[src/rtl/cpu_pkg.sv]
// Shared CPU types and address-space constants for the front end.
// Latency: n/a (types, constants and pure functions only).
// Backpressure: n/a. Macro defaults mirror cpu/constants.svh when it is not pulled in.
`ifndef BIT_WIDTH
`define BIT_WIDTH 32
`endif
`ifndef INST_COUNT
`define INST_COUNT 256
`endif
`ifndef INST_COUNT_L2
`define INST_COUNT_L2 8
`endif

package cpu_pkg;

   // Program counter sequencing states
   typedef enum logic [1:0] {
      IDLE     = 2'd0,
      RUN      = 2'd1,
      REDIRECT = 2'd2
   } pc_state_t;

   // Byte size of instruction memory; every fetch address lies below it
   localparam logic [`BIT_WIDTH-1:0] PC_LIMIT = `BIT_WIDTH'(`INST_COUNT * 4);

   // Keeps the in-range word address bits, drops byte offset and high bits
   localparam logic [`BIT_WIDTH-1:0] PC_MASK =
      (PC_LIMIT - `BIT_WIDTH'(1)) & ~(`BIT_WIDTH'(3));

   // Fold an arbitrary byte address onto a word-aligned in-range address
   function automatic logic [`BIT_WIDTH-1:0] pc_mask(input logic [`BIT_WIDTH-1:0] addr);
      return addr & PC_MASK;
   endfunction

endpackage

[src/rtl/pc_unit.sv]
// Program counter sequencer: drives the fetch address, tracks the fetched pc, handles redirects.
// Latency: issue -> inst_valid next cycle; branch -> target valid 2 cycles later.
// Backpressure: stall replays the held instruction and freezes pc; PC_ALIGN_CHECK_EN enables align_err.
module pc_unit
   import cpu_pkg::*;
#(
   parameter logic [`BIT_WIDTH-1:0] RESET_PC = '0
) (
   input  logic                   clk,
   input  logic                   nreset,
   input  logic                   enable,
   input  logic                   stall,
   input  logic                   branch_valid,
   input  logic [`BIT_WIDTH-1:0]  branch_target,
   output logic [`BIT_WIDTH-1:0]  fetch_pc,
   output logic                   fetch_enable,
   output logic [`BIT_WIDTH-1:0]  inst_pc,
   output logic                   inst_valid,
   output logic                   align_err
);

   pc_state_t             state_q;
   pc_state_t             state_d;
   logic [`BIT_WIDTH-1:0] pc_q;
   logic [`BIT_WIDTH-1:0] inst_pc_q;
   logic [`BIT_WIDTH-1:0] pc_inc;
   logic [`BIT_WIDTH-1:0] pc_seq;
   logic                  replay;
   logic                  issue;

   assign inst_valid   = (state_q == RUN);
   assign fetch_enable = enable;
   assign inst_pc      = inst_pc_q;

   // A stalled valid instruction is re-presented to the fetcher by re-driving its address
   assign replay   = inst_valid & stall;
   assign fetch_pc = replay ? inst_pc_q : pc_q;
   assign issue    = enable & ~branch_valid & ~replay;

   // Sequential successor wraps to zero at the top of instruction memory
   assign pc_inc = pc_q + `BIT_WIDTH'(4);
   assign pc_seq = (pc_inc == PC_LIMIT) ? '0 : pc_inc;

   // Next-state: disable dominates, then redirect, otherwise keep running
   always_comb begin
      state_d = state_q;
      if (!enable) begin
         state_d = IDLE;
      end else if (branch_valid) begin
         state_d = REDIRECT;
      end else begin
         state_d = RUN;
      end
   end

   // State register
   always_ff @(posedge clk or negedge nreset) begin
      if (!nreset) begin
         state_q <= IDLE;
      end else begin
         state_q <= state_d;
      end
   end

   // Address registers: a branch only retargets pc_q, an issue advances both
   always_ff @(posedge clk or negedge nreset) begin
      if (!nreset) begin
         pc_q      <= RESET_PC;
         inst_pc_q <= RESET_PC;
      end else if (branch_valid) begin
         pc_q      <= pc_mask(branch_target);
      end else if (issue) begin
         inst_pc_q <= fetch_pc;
         pc_q      <= pc_seq;
      end
   end

`ifdef PC_ALIGN_CHECK_EN
   logic align_q;

   // Sticky flag for any branch target that needed masking
   always_ff @(posedge clk or negedge nreset) begin
      if (!nreset) begin
         align_q <= 1'b0;
      end else if (branch_valid &&
                   ((branch_target[1:0] != 2'b00) || (branch_target >= PC_LIMIT))) begin
         align_q <= 1'b1;
      end
   end

   assign align_err = align_q;
`else
   assign align_err = 1'b0;
`endif

endmodule

[config.mk]
export PLATFORM = sky130hd
export DESIGN_NAME = pc_unit
export DESIGN_NICKNAME = d
export VERILOG_FILES = /design/src/rtl/cpu_pkg.sv /design/src/rtl/pc_unit.sv
export SDC_FILE = /design/constraint.sdc
export NUM_CORES = 1
export LEC_CHECK = 0
export CAP_MARGIN = 25
export CORE_MARGIN = 3
export CORE_UTILIZATION = 49
export CTS_BUF_LIST = sky130_fd_sc_hd__clkbuf_8 sky130_fd_sc_hd__clkbuf_16
export DETAILED_ROUTE_END_ITERATION = 16
export GPL_ROUTABILITY_DRIVEN = 0
export GPL_TIMING_DRIVEN = 0
export PLACE_DENSITY = 0.81
export SKIP_CTS_REPAIR_TIMING = 1
export SYNTH_ARGS = -nofsm -noshare
export SYNTH_HDL_FRONTEND = slang
export SYNTH_SLANG_ARGS = --single-unit
[constraint.sdc]
create_clock -name clk -period 2.5 [get_ports clk]
set_input_delay 0.25 -clock clk [delete_from_list [all_inputs] [get_ports clk]]
set_output_delay 0.25 -clock clk [all_outputs]
set_load 0.1 [all_outputs]
* Yosys cells after proc, flatten, opt, wreduce, memory -nomap -nowiden
Cells that the tools add are included.
Word-level totals: output and inout bits 67, input bits 37, register bits 66, word-level logic and storage cells 19
Operators by class: muxes and demuxes 6, equal/unequal tests 2, bitwise operators 5, reductions and logical operators 2, $add $sub $neg 1
Operators by type and width (number):
- $mux 32 | 4
- $add 32x3->32 const B | 1
- $eq 32x11->1 const B | 1
- $mux 2 | 2
- $and 1x1->1 | 3
- $eq 2x1->1 const B | 1
- $not 1->1 | 2
- $reduce_and 2->1 | 1
- $reduce_bool 2->1 | 1

* Logic depth before layout (Yosys ltp)
depth after elaboration 6, gate-level depth with buffers 9

* Worst setup path after synthesis
Ideal clock, no wire load.
kind register to output, start point reg state_q[1], end point out fetch_pc[0], arrival 4008 ps, path slack -1758 ps, path buffers 2, stages on the path, launching flop included 6, cells stage by stage dfrtp_1 > nor2b_1 > nand2_1 > clkbuf_1 > clkbuf_1 > nor2_1
Between the ends: longest elaborated chain between the ends 3
Ends and longest elaborated chain:
- start, declared | RTL line pc_unit.sv:22 | pc_state_t state_q;
- start signal, assigned | RTL line pc_unit.sv:61 | state_q <= state_d;
- $eq 2x1->1 | RTL line pc_unit.sv:31 | assign inst_valid = (state_q == RUN);
- via inst_valid | RTL line pc_unit.sv:18 | output logic inst_valid,
- $and 1x1->1 | RTL line pc_unit.sv:36 | assign replay = inst_valid & stall;
- $mux 32 | RTL line pc_unit.sv:37 | assign fetch_pc = replay ? inst_pc_q : pc_q;
- end, declared | RTL line pc_unit.sv:15 | output logic [`BIT_WIDTH-1:0] fetch_pc,
The timed path passes the listed nets, and every way through them passes these cells.

* Worst setup path in the final report
start point reg state_q[0], end point out fetch_pc[20]
Between the ends: longest elaborated chain between the ends 3
Ends and longest elaborated chain (RTL line):
- $eq 2x1->1 | pc_unit.sv:31
- $and 1x1->1 | pc_unit.sv:36
- $mux 32 | pc_unit.sv:37
No other way between the ends.

==> impl_metrics.csv <==
group,metric,value,unit
cells_and_area,diodes,0,
placed_design,dp.cells,593,
yosys,netlist_area,3810,um^2
routing,viasPerCell,5.48,
clocking,cts.reportedPaths.clkPinSlew,0.07,ns
floorplan,die_y,94.2,um
cells_and_area,layout.nets,548,
yosys,yosysWarnings,0,
run_status,status,"finished, violations left",
routing,totalWireLength,9660,um
routing,via_count,3362,
worst_setup_path,crit_type,"register to output pin",
worst_setup_path,critPathLaunchType,"register",
global_route,grt_max_degree,65,
sta,relSlewSlack,34.5,%
floorplan,row_count,31,
yosys,async_flop_share,100,%
placed_design,place_ws,-1.20,ns
yosys,synth-main-ff-cell,"dfrtp_1",
global_route,grt_pass1_vias,3193,
clocking,cts_root_buf,"clkbuf_8",
sta,max_slew.worst_pin.slew,0.979,ns
routing,drt_pass1_iterations,4,
sta,setup_viol,0,
pwr,pwr-share-clk,31.8,%
global_route,antenna_found_initial,0,
clocking,cts_buffers,9,
worst_setup_path,crit_top_cell,"buf_4",
pwr,max-vdd-ir-drop,0.437,mV
worst_setup_path,worstPathMaxFanout,10,
worst_setup_path,crit_chain,"nor2b_4 -> nand2_2 -> buf_4 -> buf_4 -> mux2_2 -> buf_2",
pwr,p_sw_share,35.5,%
pwr,leakagePower,0.00228,uW
worst_setup_path,required,2.25,ns
pwr,p_seq_share,42.8,%
pwr,powerDensity,534,nW/um^2
global_route,grt_util_all_layers,22.6,%
yosys,yosysUniqueCellTypes,53,
sta,fin_crit,2.38,ns
yosys,ys_seq_area_share,42.0,%
floorplan,die-area,8870,um^2
global_route,grt_pass1_wl,15800,um
yosys,synth-edff-count,0,
placed_design,port_buffers,77,
sta,whs,-0.00966,ns
floorplan,core,7410,um^2
pwr,p_int,1670,uW
clocking,cts_buffer_depth,2,
sta,hold_viol,7,
yosys,synth_seq_cells,64,
yosys,avgSynthCellArea,9.14,um^2
min_path,min_path_type,"input port to async pin",
worst_setup_path,end_kind,"output pin",
pwr,p_comb_share,25.4,%
routing,drt_iter0_markers,201,
clocking,cts_htree_levels,3,
worst_setup_path,arrival,2.13,ns
cells_and_area,final_core_util,65.5,%
worst_setup_path,critPathMaxStageDelay,0.36,ns
run_status,violations,"hold timing",
cells_and_area,stdcell_count,614,
placed_design,dp_hpwl,6870,um
sta,max_freq,0.419,GHz
run,max_cap_violations,0,
sta,period_share,95.4,%
cells_and_area,area_growth,27.2,%
pwr,switching_power,920,uW
routing,drcViolationCount,0,
routing,ant_nets,0,
clocking,cts_tree,"yes",
sta,fin_skew,0.00825,ns
yosys,syn-instance-count,417,
yosys,syn-num-nets,455,
global_route,gr-total-overflow,0,
routing,wl_per_cell,15.7,um
clocking,worstSkewPairLatency,0.34,ns
floorplan,initial_core_util,51.5,%
floorplan,io_pins,104,
sta,rsz0062_at_grt,"no",
cells_and_area,drive_gt1_share,26.4,%
sta,final_max_slew_viol_count,0,
sta,layout_setup_ws,0.116,ns
clocking,clkSinkCount,64,
floorplan,die_w,94.2,um
worst_setup_path,cpMaxStageDelayCell,"dfrtp_1",
[cells by family after synthesis]
group,after synthesis,synth area share [%]
xor+xnor,31,7.12
fa+ha+maj,1,0.328
other cells,1,0.0984
simple gates,201,27.1
buf+inv,40,4.92
mux,38,11.2
flops,64,42.0
compound gates,41,7.19
[path summary, 6_finish.rpt]
check,from,to,slack [ns],depth (start not counted)
max in group asynchronous,nreset,pc_q[3],1.91,1
worst max register to register,pc_q[2],pc_q[10],0.21,8
min in group clk,branch_valid,pc_q[2],0.41,3
worst max-delay path,state_q[0],fetch_pc[20],0.12,6
worst min-delay path,nreset,inst_pc[21],-0.01,1
worst min register to register,inst_pc[14],inst_pc[14],0.49,2
[cells in the final DEF, fill, tap and decap left out, types with 3 or more instances in the layout]
| cell type | n |
|---|---|
| clkbuf_8 | 12 |
| clkdlybuf4s50_1 | 44 |
| or3_1 | 4 |
| a21oi_1 | 6 |
| clkinv_2 | 3 |
| o21ai_0 | 15 |
| nand4_1 | 13 |
| xnor2_1 | 14 |
| mux2_2 | 38 |
| a31oi_1 | 3 |
| dlymetal6s2s_1 | 4 |
| nor3_1 | 11 |
| and3_1 | 8 |
| clkbuf_4 | 3 |
| buf_4 | 14 |
| dfrtp_1 | 63 |
| nand4_2 | 4 |
| nand2_1 | 86 |
| nor4_1 | 4 |
| nand3_1 | 12 |
| inv_1 | 7 |
| clkbuf_1 | 13 |
| nor2_1 | 30 |
| clkbuf_2 | 10 |
| xor2_1 | 17 |
| buf_2 | 28 |
| or2_2 | 5 |
[critical path: cells and delay by family, from the launching register on]
| family | cells | cell delay (ns) |
|---|---|---|
| and+or+nand+nor | 2 | 0.27 |
| DFF | 1 | 0.36 |
| muxes | 1 | 0.36 |
| buffers and inverters | 3 | 0.78 |
[final cells by class]
class	instances	area (um^2)
tap	99	124
multi-input combinational	313	2060
buffer	34	176
timing repair buffer	82	681
inverter	6	22.5
fill	632	2560
clock buffer	12	165
clock inverter	4	18.8
sequential	64	1600
[cell usage after synthesis (2+ instances only)]
cell type,instances,area share (%)
a21oi_1,6,0.79
a31o_1,2,0.46
a31oi_1,3,0.49
and2_1,2,0.33
and3_1,8,1.3
buf_2,12,1.6
buf_4,6,1.2
clkbuf_1,16,1.6
dfrtp_1,64,42
inv_1,6,0.59
mux2_2,38,11
nand2_1,87,8.6
nand3_1,12,1.6
nand4_1,13,2.1
nand4_2,4,1.3
nor2_1,32,3.2
nor2b_1,2,0.33
nor3_1,11,1.4
nor3_2,2,0.53
nor3b_1,2,0.39
nor4_1,4,0.66
nor4_4,2,1.1
o21ai_0,15,2.0
o21ai_1,2,0.26
or2_2,5,0.82
or3_1,4,0.66
or3_4,2,0.59
xnor2_1,14,3.2
xor2_1,17,3.9
[power by group through the flow]
stage	logic, uW	registers [uW]	clock network (uW)
3_5_place_dp	657	1130	0
4_1_cts	659	1110	841
6_report	659	1110	824
5_1_grt	693	1110	895
2_1_floorplan	311	1300	0
3_3_place_gp	651	1130	0
[through the flow]
stage | power, uW | cell area, um^2 | setup TNS [ns] | hold slack (ns)
floorplan | 1620 | 3840 | -0.214 | -0.0456
global placement | 1780 | 4730 | -83.36 | 0.477
detailed placement | 1790 | 4730 | -26.03 | 0.403
CTS | 2610 | 4910 | -31.90 | 0.0318
global route | 2700 | 4850 | 0 | 0.0653
finish | 2590 | 4850 | 0 | -0.00966
[state kept, by name (all words and copies together), names as in the netlist]
| register | flops |
|---|---|
| inst_pc | 32 |
| pc_q | 30 |
| state_q | 2 |
[metal layers]
| layer | wire [um] | track usage (%) | vias to the layer above |
|---|---|---|---|
| li1 | - | - | 1626 |
| met1 | 4440 | 32.0 | 1603 |
| met2 | 4490 | 34.6 | 119 |
| met3 | 575 | 3.21 | 14 |
| met4 | 157 | 9.39 | 0 |
| met5 | 0 | 0 | - |
(Power assumes the default switching activity.)
